<file path="config.mk">
export PLATFORM = sky130hd
export DESIGN_NAME = regfile_dump_unit
export DESIGN_NICKNAME = d
export VERILOG_FILES = /design/src/rtl/regfile_dump_unit.sv
export SDC_FILE = /design/constraint.sdc
export NUM_CORES = 1
export LEC_CHECK = 0
export ABC_CLOCK_PERIOD_IN_PS = 3850
export CAP_MARGIN = 20
export CORE_MARGIN = 2
export CORE_UTILIZATION = 48
export CTS_CLUSTER_DIAMETER = 100
export CTS_CLUSTER_SIZE = 16
export DETAILED_ROUTE_END_ITERATION = 16
export GPL_TIMING_DRIVEN = 1
export HOLD_SLACK_MARGIN = 0.08
export PLACE_DENSITY = 0.93
export RECOVER_POWER = 100
export SETUP_SLACK_MARGIN = 0.4
export SLEW_MARGIN = 20
export SYNTH_ARGS = -nofsm -noshare
export SYNTH_HDL_FRONTEND = slang
export SYNTH_SLANG_ARGS = --single-unit
</file>
<file path="constraint.sdc">
create_clock -name Clk -period 3.85 [get_ports Clk]
set_input_delay 0.77 -clock Clk [delete_from_list [all_inputs] [get_ports Clk]]
set_output_delay 0.77 -clock Clk [all_outputs]
set_load 0.02 [all_outputs]
</file>
<file path="src/rtl/regfile_dump_unit.sv">
// regfile_dump_unit: borrows the register_file RS/RT read ports through a
// req/gnt handshake, captures two registers per grant and streams them out
// on a valid/ready port tagged with the register index.
module regfile_dump_unit #(
    parameter int NUM_REGS = 32,
    parameter int ADDR_W   = 5,
    parameter int DATA_W   = 32,
    parameter int SKIP_R0  = 0
) (
    input  logic              Clk,
    input  logic              Reset_n,
    input  logic              Start,
    input  logic              Abort,
    output logic              Busy,
    output logic              Done,
    output logic              RfReq,
    input  logic              RfGnt,
    output logic [ADDR_W-1:0] RS,
    output logic [ADDR_W-1:0] RT,
    input  logic [DATA_W-1:0] dataRS,
    input  logic [DATA_W-1:0] dataRT,
    output logic              OutValid,
    input  logic              OutReady,
    output logic [DATA_W-1:0] OutData,
    output logic [ADDR_W-1:0] OutIdx,
    output logic              OutLast
);

    typedef enum logic [2:0] {
        S_IDLE,
        S_REQ,
        S_SEND_A,
        S_SEND_B,
        S_DONE
    } state_t;

    // The pointer carries one extra bit so ptr+2 never wraps at NUM_REGS=32.
    localparam logic [ADDR_W:0]   LP_NUM      = (ADDR_W+1)'(NUM_REGS);
    localparam logic [ADDR_W:0]   LP_FIRST    = (ADDR_W+1)'(SKIP_R0);
    localparam logic [ADDR_W:0]   LP_ONE      = (ADDR_W+1)'(1);
    localparam logic [ADDR_W:0]   LP_TWO      = (ADDR_W+1)'(2);
    localparam logic [ADDR_W-1:0] LP_LAST_IDX = ADDR_W'(NUM_REGS - 1);

    state_t            r_state;
    state_t            w_state_nxt;
    logic [ADDR_W:0]   r_ptr;
    logic [DATA_W-1:0] r_buf_a;
    logic [DATA_W-1:0] r_buf_b;

    logic [ADDR_W:0]   w_ptr_p1;
    logic [ADDR_W:0]   w_ptr_p2;
    logic              w_load_ptr;
    logic              w_capture;
    logic              w_adv_ptr;

    assign w_ptr_p1 = r_ptr + LP_ONE;
    assign w_ptr_p2 = r_ptr + LP_TWO;

    // Next-state and output decode; Abort overrides every transition and side effect.
    always_comb begin
        w_state_nxt = r_state;
        w_load_ptr  = 1'b0;
        w_capture   = 1'b0;
        w_adv_ptr   = 1'b0;
        Busy        = 1'b1;
        Done        = 1'b0;
        RfReq       = 1'b0;
        RS          = '0;
        RT          = '0;
        OutValid    = 1'b0;
        OutData     = '0;
        OutIdx      = '0;

        unique case (r_state)
            S_IDLE: begin
                Busy = 1'b0;
                if (Start) begin
                    w_load_ptr  = 1'b1;
                    w_state_nxt = S_REQ;
                end
            end
            S_REQ: begin
                RfReq = 1'b1;
                RS    = r_ptr[ADDR_W-1:0];
                // A trailing single register reads the same address on both ports.
                RT    = (w_ptr_p1 == LP_NUM) ? r_ptr[ADDR_W-1:0] : w_ptr_p1[ADDR_W-1:0];
                if (RfGnt) begin
                    w_capture   = 1'b1;
                    w_state_nxt = S_SEND_A;
                end
            end
            S_SEND_A: begin
                OutValid = 1'b1;
                OutData  = r_buf_a;
                OutIdx   = r_ptr[ADDR_W-1:0];
                if (OutReady) begin
                    w_state_nxt = (w_ptr_p1 < LP_NUM) ? S_SEND_B : S_DONE;
                end
            end
            S_SEND_B: begin
                OutValid = 1'b1;
                OutData  = r_buf_b;
                OutIdx   = w_ptr_p1[ADDR_W-1:0];
                if (OutReady) begin
                    w_adv_ptr   = 1'b1;
                    w_state_nxt = (w_ptr_p2 >= LP_NUM) ? S_DONE : S_REQ;
                end
            end
            S_DONE: begin
                Done        = 1'b1;
                w_state_nxt = S_IDLE;
            end
            default: begin
                w_state_nxt = S_IDLE;
            end
        endcase

        if (Abort) begin
            w_state_nxt = S_IDLE;
            w_load_ptr  = 1'b0;
            w_capture   = 1'b0;
            w_adv_ptr   = 1'b0;
        end
    end

    assign OutLast = OutValid && (OutIdx == LP_LAST_IDX);

    // State register.
    always_ff @(posedge Clk or negedge Reset_n) begin
        if (!Reset_n) begin
            r_state <= S_IDLE;
        end else begin
            r_state <= w_state_nxt;
        end
    end

    // Walk pointer and the pair of words captured during the granted cycle.
    always_ff @(posedge Clk or negedge Reset_n) begin
        if (!Reset_n) begin
            r_ptr   <= '0;
            r_buf_a <= '0;
            r_buf_b <= '0;
        end else begin
            if (w_load_ptr) begin
                r_ptr <= LP_FIRST;
            end else if (w_adv_ptr) begin
                r_ptr <= w_ptr_p2;
            end
            if (w_capture) begin
                r_buf_a <= dataRS;
                r_buf_b <= dataRT;
            end
        end
    end

endmodule
</file>
==> run summary, run 1 <==
The worst-case IR drop observed on VDD is 0.248 mV. The kind of cell adding the most delay to the critical path is buffers and inverters. In this run the critical register-to-register path is launched from r_state[0]$_DFFE_PN0P_. The combined global-route utilization of all metal layers is 19.2%.

The multi-input combinational cell area came out at 1550 sq um. The share of layout cells above drive strength 1 came out at 7.02%. Setup repair after global routing left no endpoint under its margin.

The count of pins over their slew limit was 42. The kind of end point of the critical path is an output pin. The via count of the first global-routing pass came out at 2642. The startpoint of the tightest hold check path is r_buf_a[9]$_DFFE_PN0P_.

The final hold violation count was 0. By startpoint and endpoint, the worst setup path is classified as flop to output pin. During synthesis, Yosys emitted a total of 0 warnings.

Input and output buffers added on the ports amount to 120. The number of detailed-routing iterations run before antenna repair is 4. The setup total negative slack is 0 ns. The number of synthesized register bits came out at 72.

The flow ran to the end, but the final reports show violations. The origin of the worst setup path is r_state[2]$_DFFE_PN0P_. The synthesized instance count is 280. Once detailed placement completed, the half-perimeter wirelength came to 5720 microns. The distinct cell type count after synthesis came out at 38.

The area overhead of the layout relative to synthesis is 30.0%. The fraction of the yosys area taken by sequential cells came out at 47.6%. The H-tree was split into 3 levels. The signal on the critical path passes through nand2b_1 > clkbuf_2 > nor2_1 > dlygate4sd3_1.

Post-CTS timing repair inserted 0 buffers for setup. The number of top-level pins is 122. Post-CTS repair changed the size of 0 cells. After detailed routing, the number of remaining DRC violations is 0. The power per unit of standard cell area is 487 nW/um^2. The standard-cell row count came out at 32. 0 antenna diodes ended up in the layout. The count of flip-flops with a built-in enable after synthesis came out at 0. The detailed-route wire length per cell came out at 15.8 microns. The congestion estimate from routability-driven global placement came to 0.835.

TritonCTS built the clock tree. STA classifies the critical path startpoint as a flop. The number of buffers and inverters on the critical path is 2.

The total clock sinks is 72. The core box area came out at 7690 sq um. Data on the critical path is required at its endpoint by 3.08 ns.

Once detail routing completed, the nets flagged for antenna violations numbered 0. The floorplan die area came out at 8610 sq um. The arrival time at the worst endpoint is 2.70 ns. The die is 92.8 microns tall.

The remaining max-slew budget at the tightest pin is -46.6%. The final setup violation count came out at 0. The total detailed-routing wirelength came out at 7910 microns. The mean cell area of the mapped netlist came out at 13.5 sq um.

The mapped netlist covers 3780 sq um. The layout net count came out at 466. The leakage power came out at 2.22 nW. The fraction of the core area covered by cells at the end of the flow is 63.9%. The number of buffers between clock root and the deepest sink is 2. At the later pin of the worst-skew pair, clock insertion delay measures 0.34 ns.

The vias per cell is 5.07. In the synthesized netlist the dominant register cell turns out to be dfrtp_1. The highest achievable clock rate is 288 MHz. The violation count after the first detailed-route iteration is 74. The peak per-stage delay on the critical path is 0.68 ns.

The clock-pin slew reported for the worst setup and hold paths after clock tree synthesis came out at 0.08 ns. The overall die width came out at 92.8 microns. The library cell used most frequently in the layout, excluding fill and tap cells, is clkdlybuf4s50_1. For the pin with the worst max-slew slack, the measured transition is 2.20 ns. The tree is rooted in a clkbuf_8.

Among all stages on the critical path, the largest delay is contributed by dlygate4sd3_1. The number of inserted filler cells in the final layout is 640. The total power of the final layout is 2.40 mW. The flip-flop and latch area came out at 1800 sq um.

The initial antenna violation count is 0. The routed layout has 2538 vias. The total nets after synthesis came out at 351. The final setup skew is 0.0117 ns. The first global-routing pass estimated 12900 microns of wire. The number of max-cap violations came out at 1. In the layout the commonest cells are clkdlybuf4s50_1, dfrtp_1, mux2_1. The pin count of the biggest net entering global routing came out at 42. The async set-or-reset flop fraction in the synthesized netlist is 100%. For this design, the CTS-stage hold fixing added 0 buffers.

The checks that failed: capacitance limit, slew limit. In this run the worst hold path is classified as flop to flop. The number of CTS-inserted buffers came out at 9. The aggregate global routing overflow came out at 0. The minimum period implied by the final worst setup slack is 3.47 ns. The maximum net fanout on the critical path is 26. The starting density of the core came out at 49.2%. The share of the cycle needed by the critical path after routing is 90.0%.
worst paths after layout:
path                            cells after the start                      end  slack [ns]
worst max register to register                      4   r_buf_b[0]$_DFFE_PN0P_        0.72
worst min register to register                      1   r_buf_a[9]$_DFFE_PN0P_        0.49
worst min-delay path                                1   r_buf_a[9]$_DFFE_PN0P_        0.49
min in group asynchronous                           1  r_buf_b[15]$_DFFE_PN0P_        1.07
worst max-delay path                                4              OutData[23]        0.38
max in group asynchronous                           2  r_buf_a[21]$_DFFE_PN0P_        1.24
stage by stage:
| step | instances | setup WS [ns] | instance area (sq um) | hold slack, ns |
|---|---|---|---|---|
| 2_1_floorplan | 280 | 1.63 | 3780 | 0.474 |
| 3_3_place_gp | 486 | 0.958 | 4960 | 0.489 |
| 3_5_place_dp | 486 | 0.967 | 4960 | 0.491 |
| 4_1_cts | 501 | 0.591 | 5160 | 0.511 |
| 5_1_grt | 501 | 0.239 | 4920 | 0.509 |
| 6_report | 501 | 0.383 | 4920 | 0.495 |
kinds of logic after synthesis:
kind of cell / synth area share [%]
simple gates: 9.26
fa+ha+maj: 0.331
compound gates: 2.32
xor+xnor: 0.463
mux: 34.0
buf+inv: 5.89
flops: 47.6
other cells: 0.0991
report_power, final:
| group | leakage [nW] | internal (mW) | switching (mW) | total, mW |
|---|---|---|---|---|
| sequential | 0.874 | 1.01 | 0.155 | 1.17 |
| clock | 0.103 | 0.360 | 0.269 | 0.629 |
| combinational | 1.25 | 0.350 | 0.251 | 0.601 |
| total | 2.22 | 1.72 | 0.675 | 2.40 |
sequential cells by signal (all words and copies together) (netlist names):
name	count
r_buf_b	32
r_state	3
r_buf_a	32
r_ptr	5
layer usage:
layer	global-route usage, %	wire length [microns]	vias up
met5	0	0	-
met4	6.00	125	0
met3	4.07	358	12
met2	31.4	4030	86
met1	25.7	3400	1246
li1	-	-	1194
layout make-up:
cell class / count / share of cell area, %
inverter: 4 / 0.305
sequential: 72 / 36.7
clock buffer: 11 / 2.67
tap: 102 / 2.60
timing repair buffer: 125 / 24.8
multi-input combinational: 183 / 31.5
clock inverter: 4 / 1.43
cell usage after synthesis (2+ instances only):
cell type,n,share of area (%)
and2_1,10,1.7
buf_12,6,3.2
buf_2,4,0.53
buf_4,5,0.99
clkbuf_1,4,0.40
dfrtp_1,72,48
inv_1,4,0.40
mux2_2,4,1.2
mux2_4,60,24
mux2i_1,34,9.0
nand2_1,2,0.20
nand2b_1,4,0.66
nand3_1,2,0.26
nand4_1,3,0.50
nor2_1,38,3.8
nor3_1,2,0.26
nor3b_1,2,0.40
o21ai_0,3,0.40
xnor2_1,2,0.46
No activity file was read; power rests on OpenSTA's default activity.
==> inputs of run 2 (changes only) <==
--- a/config.mk
+++ b/config.mk
@@ -5,8 +5,8 @@
 export SDC_FILE = /design/constraint.sdc
 export NUM_CORES = 1
 export LEC_CHECK = 0
+export ABC_AREA = 1
 export ABC_CLOCK_PERIOD_IN_PS = 3850
-export CAP_MARGIN = 20
 export CORE_MARGIN = 2
 export CORE_UTILIZATION = 48
 export CTS_CLUSTER_DIAMETER = 100
@@ -14,7 +14,7 @@
 export DETAILED_ROUTE_END_ITERATION = 16
 export GPL_TIMING_DRIVEN = 1
 export HOLD_SLACK_MARGIN = 0.08
-export PLACE_DENSITY = 0.93
+export PLACE_DENSITY = 0.95
 export RECOVER_POWER = 100
 export SETUP_SLACK_MARGIN = 0.4
 export SLEW_MARGIN = 20
==> constraint.sdc (replaced) <==
create_clock -name Clk -period 3.85 [get_ports Clk]
set_input_delay 0.77 -clock Clk [delete_from_list [all_inputs] [get_ports Clk]]
set_output_delay 0.77 -clock Clk [all_outputs]
set_load 0.005 [all_outputs]
==> run summary, run 2 <==
The flow ran to the end, but the final reports show violations. The final reports fail on capacitance limit, slew limit. The number of detailed-routing iterations run before antenna repair is 5 (+1). The multi-input combinational cell area is 1170 sq um (-24%). The total of warnings raised by yosys is 0 (unchanged). The final setup skew came out at 0.00694 ns (-0.00478 ns). The power per unit of standard cell area is 594 nW/um^2 (+22%).

The number of top-level pins came out at 122 (unchanged). The initial antenna violation count came out at 0 (unchanged). The count of H-tree levels built during CTS is 3 (unchanged).

The post-route antenna net violation count is 0 (unchanged). The total half-perimeter wirelength after legalization and detailed placement came out at 6000 microns (+4.8%). The final hold slack came out at 0.489 ns (-0.00611 ns). The flip-flop and latch area came out at 1800 sq um (about the same).

The distinct cell type count after synthesis is 24 (-37%). The combined area of all synthesized cells came out at 3450 sq um (-8.7%). The cell area after layout came out at 4830 sq um (-1.8%). The height of the chip is 88.8 microns (-4.3%).

The minimum period implied by the final worst setup slack came out at 3.48 ns (+0.0150 ns). The post-cts sizing count is 0 (unchanged). STA classifies the critical path endpoint as an output pin. The number of CTS-inserted buffers was 9 (unchanged).

The final hold violation count came out at 0 (unchanged). STA classifies the critical path startpoint as a flop. The maximum net fanout on the critical path came out at 35 (+35%). In the layout the commonest cells are nand2_1, inv_1, clkdlybuf4s50_1. Walking the worst path, the cells encountered are inv_1 > nand2_1 > nor2_2 > clkbuf_2 > a22o_1 > dlygate4sd3_1.

The number of synthesized register bits came out at 72 (unchanged). The leakage power is 2.51 nW (+13%). The first-pass GRT wire length came out at 13200 microns (+2.0%).

The total clock sinks is 72 (unchanged). The cell with the most instances after synthesis is nand2_1. The detailed-route wire length per cell is 13.6 microns (-14%). The standard cell area after detailed placement came out at 4650 sq um (-6.2%). The peak per-stage delay on the critical path came out at 0.62 ns (-0.06 ns). The most common library cell in the layout ignoring fill and taps is nand2_1.

The clock root buffer master is clkbuf_8. The share of layout cells above drive strength 1 came out at 4.61% (-2.4 points). The via count of the first global-routing pass was 2909 (+10%). The critical path class is flop to output pin. The number of buffers between clock root and the deepest sink is 2 (unchanged). The highest achievable clock rate is 287 MHz (-0.43%). The core box area came out at 6870 sq um (-11%). The required time reported for the critical path endpoint is 3.08 ns (about the same).

The buffers inserted during post-CTS setup optimization came out at 0 (unchanged). By count the netlist is led by nand2_1, inv_1, dfrtp_1, o21ai_0, a22o_1. The vias per cell is 4.96 (-2.1%). The standard-cell row count came out at 30 (-6.3%).

The area overhead of the layout relative to synthesis is 39.8%. The routability congestion estimate was 0.943 (+13%). The total of hold buffers inserted after clock tree synthesis came out at 0 (unchanged).

The violation count after the first detailed-route iteration is 118 (+59%). The largest registers in the layout are r_buf_a: 32 flops, r_buf_b: 32 flops, r_ptr: 5 flops. The number of design rule violations left after detail routing came out at 0 (unchanged). The count of flip-flops with a built-in enable after synthesis is 0 (unchanged). The worst voltage drop across the vdd grid is 0.294 mV (+19%). The clock-pin slew reported for the worst setup and hold paths after clock tree synthesis came out at 0.07 ns (about the same). The area share of the largest cell type after synthesis is 52.2% (+4.6 points). The layout net count came out at 587 (+26%).

The total of buffers placed on input and output ports is 120 (unchanged). In the post-synthesis netlist, the biggest area contributors are dfrtp_1, nand2_1, inv_1. The aggregate global routing overflow is 0 (unchanged). The number of max-cap violations is 1 (unchanged).

The async set-or-reset flop fraction in the synthesized netlist is 100% (unchanged). The via count came out at 3061 (+21%). Setup repair after global routing left no endpoint under its margin. The remaining max-slew budget at the tightest pin came to -15.8% (+31 points). The TritonCTS clock tree is built. The biggest area contributor in the post-synthesis netlist is dfrtp_1. For this run, the leading register cell type out of synthesis is dfrtp_1. The setup total negative slack came to 0 ns (unchanged). The arrival time at the worst endpoint is 2.71 ns (about the same). The floorplan die area came out at 7890 sq um (-8.4%).

The synthesized instance count is 406 (+45%). The path class of the tightest hold or removal check is flop to flop. The pin count of the biggest net entering global routing is 83 (+98%). The transition time at the pin with the least slew margin came out at 1.74 ns (-0.463 ns). The clock latency on the worst-skew pair was 0.34 ns (about the same). The number of inserted filler cells in the final layout came out at 580 (-9.4%). The final setup violation count is 0 (unchanged).

The total nets after synthesis was 477 (+36%). The starting density of the core is 50.3% (+1.1 points). The critical path's slowest cell is clkbuf_2. The share of the cycle needed by the critical path after routing came out at 90.4% (+0.39 points). The overall die width was 88.8 microns (-4.3%). The fraction of the yosys area taken by sequential cells came to 52.2% (+4.6 points).

The mean cell area of the mapped netlist came out at 8.50 sq um (-37%). The total detailed-routing wirelength is 8370 microns (+5.9%). The count of pins over their slew limit is 73 (+74%). The antenna diode count came out at 0 (unchanged). The combined global-route utilization of all metal layers came out at 21.7% (+2.5 points).
-- run 2: cell types whose count changed after synthesis, moves of 20 or more --
| cell | change |
|---|---|
| nand2_1 | +82 |
| o21ai_0 | +47 |
| mux2i_1 | -34 |
| a22o_1 | +31 |
| nor2_1 | -20 |
| mux2_4 | -60 |
| inv_1 | +75 |
-- run 2: kinds of logic (layout without fill, tap and decap cells) --
logic type | Yosys count | in the layout | share of synthesized area, %
DFF | 72 | 72 | 52.2
and+or+nand+nor | 123 | 123 | 15.0
buffers and inverters | 104 | 219 | 13.2
AOI/OAI and AO/OA | 105 | 105 | 19.1
adders and majority gates | 1 | 1 | 0.362
other | 1 | 1 | 0.109
-- run 2: layout make-up --
cell class	instances	area share, %
clock buffer	9	2.57
clock inverter	7	2.00
inverter	81	6.30
multi-input combinational	230	24.3
sequential	72	37.3
tap	96	2.49
timing repair buffer	122	25.0
-- run 2: critical path: cells and delay by family (launching register included) --
| family | cells | cell delay (ns) |
|---|---|---|
| AOI/OAI and AO/OA | 1 | 0.26 |
| DFF | 1 | 0.40 |
| and+or+nand+nor | 2 | 0.33 |
| buffers and inverters | 3 | 1.37 |
-- run 2: path summary, 6_finish.rpt --
kind,from,endpoint,slack (ns),depth (start not counted)
setup / recovery,r_state[2]$_DFFE_PN0P_,OutData[29],0.37,6
hold / removal,r_buf_a[5]$_DFFE_PN0P_,r_buf_a[5]$_DFFE_PN0P_,0.49,2
setup reg to reg,r_state[0]$_DFFE_PN0P_,r_buf_a[28]$_DFFE_PN0P_,1.10,5
hold reg to reg,r_buf_a[5]$_DFFE_PN0P_,r_buf_a[5]$_DFFE_PN0P_,0.49,2
max in group asynchronous,Reset_n,r_buf_b[2]$_DFFE_PN0P_,1.94,1
min in group asynchronous,Reset_n,r_buf_a[12]$_DFFE_PN0P_,0.90,1
-- run 2: per-stage QoR --
stage	cells	power [mW]	utilization, %	worst slack [ns]
CTS	617	2.96	70.9	0.587
global route	617	3.07	70.3	0.209
floorplan	406	1.86	-	1.91
detailed placement	601	2.31	67.7	0.955
global placement	601	2.23	67.7	1.02
finish	617	2.86	70.3	0.368
-- run 2: report_power, final --
group / switching, mW / total, mW / internal (mW)
Sequential: 0.233 / 1.34 / 1.11
Clock: 0.272 / 0.637 / 0.364
Combinational: 0.457 / 0.883 / 0.426
Total: 0.962 / 2.86 / 1.90
-- run 2: routing by layer --
layer / part of all wire [%] / GRT usage (%) / vias up
met5: 0 / 0 / -
met4: 1.3 / 6.61 / 0
met3: 7.2 / 6.25 / 13
met2: 51 / 37.7 / 118
met1: 41 / 26.1 / 1432
li1: - / - / 1498
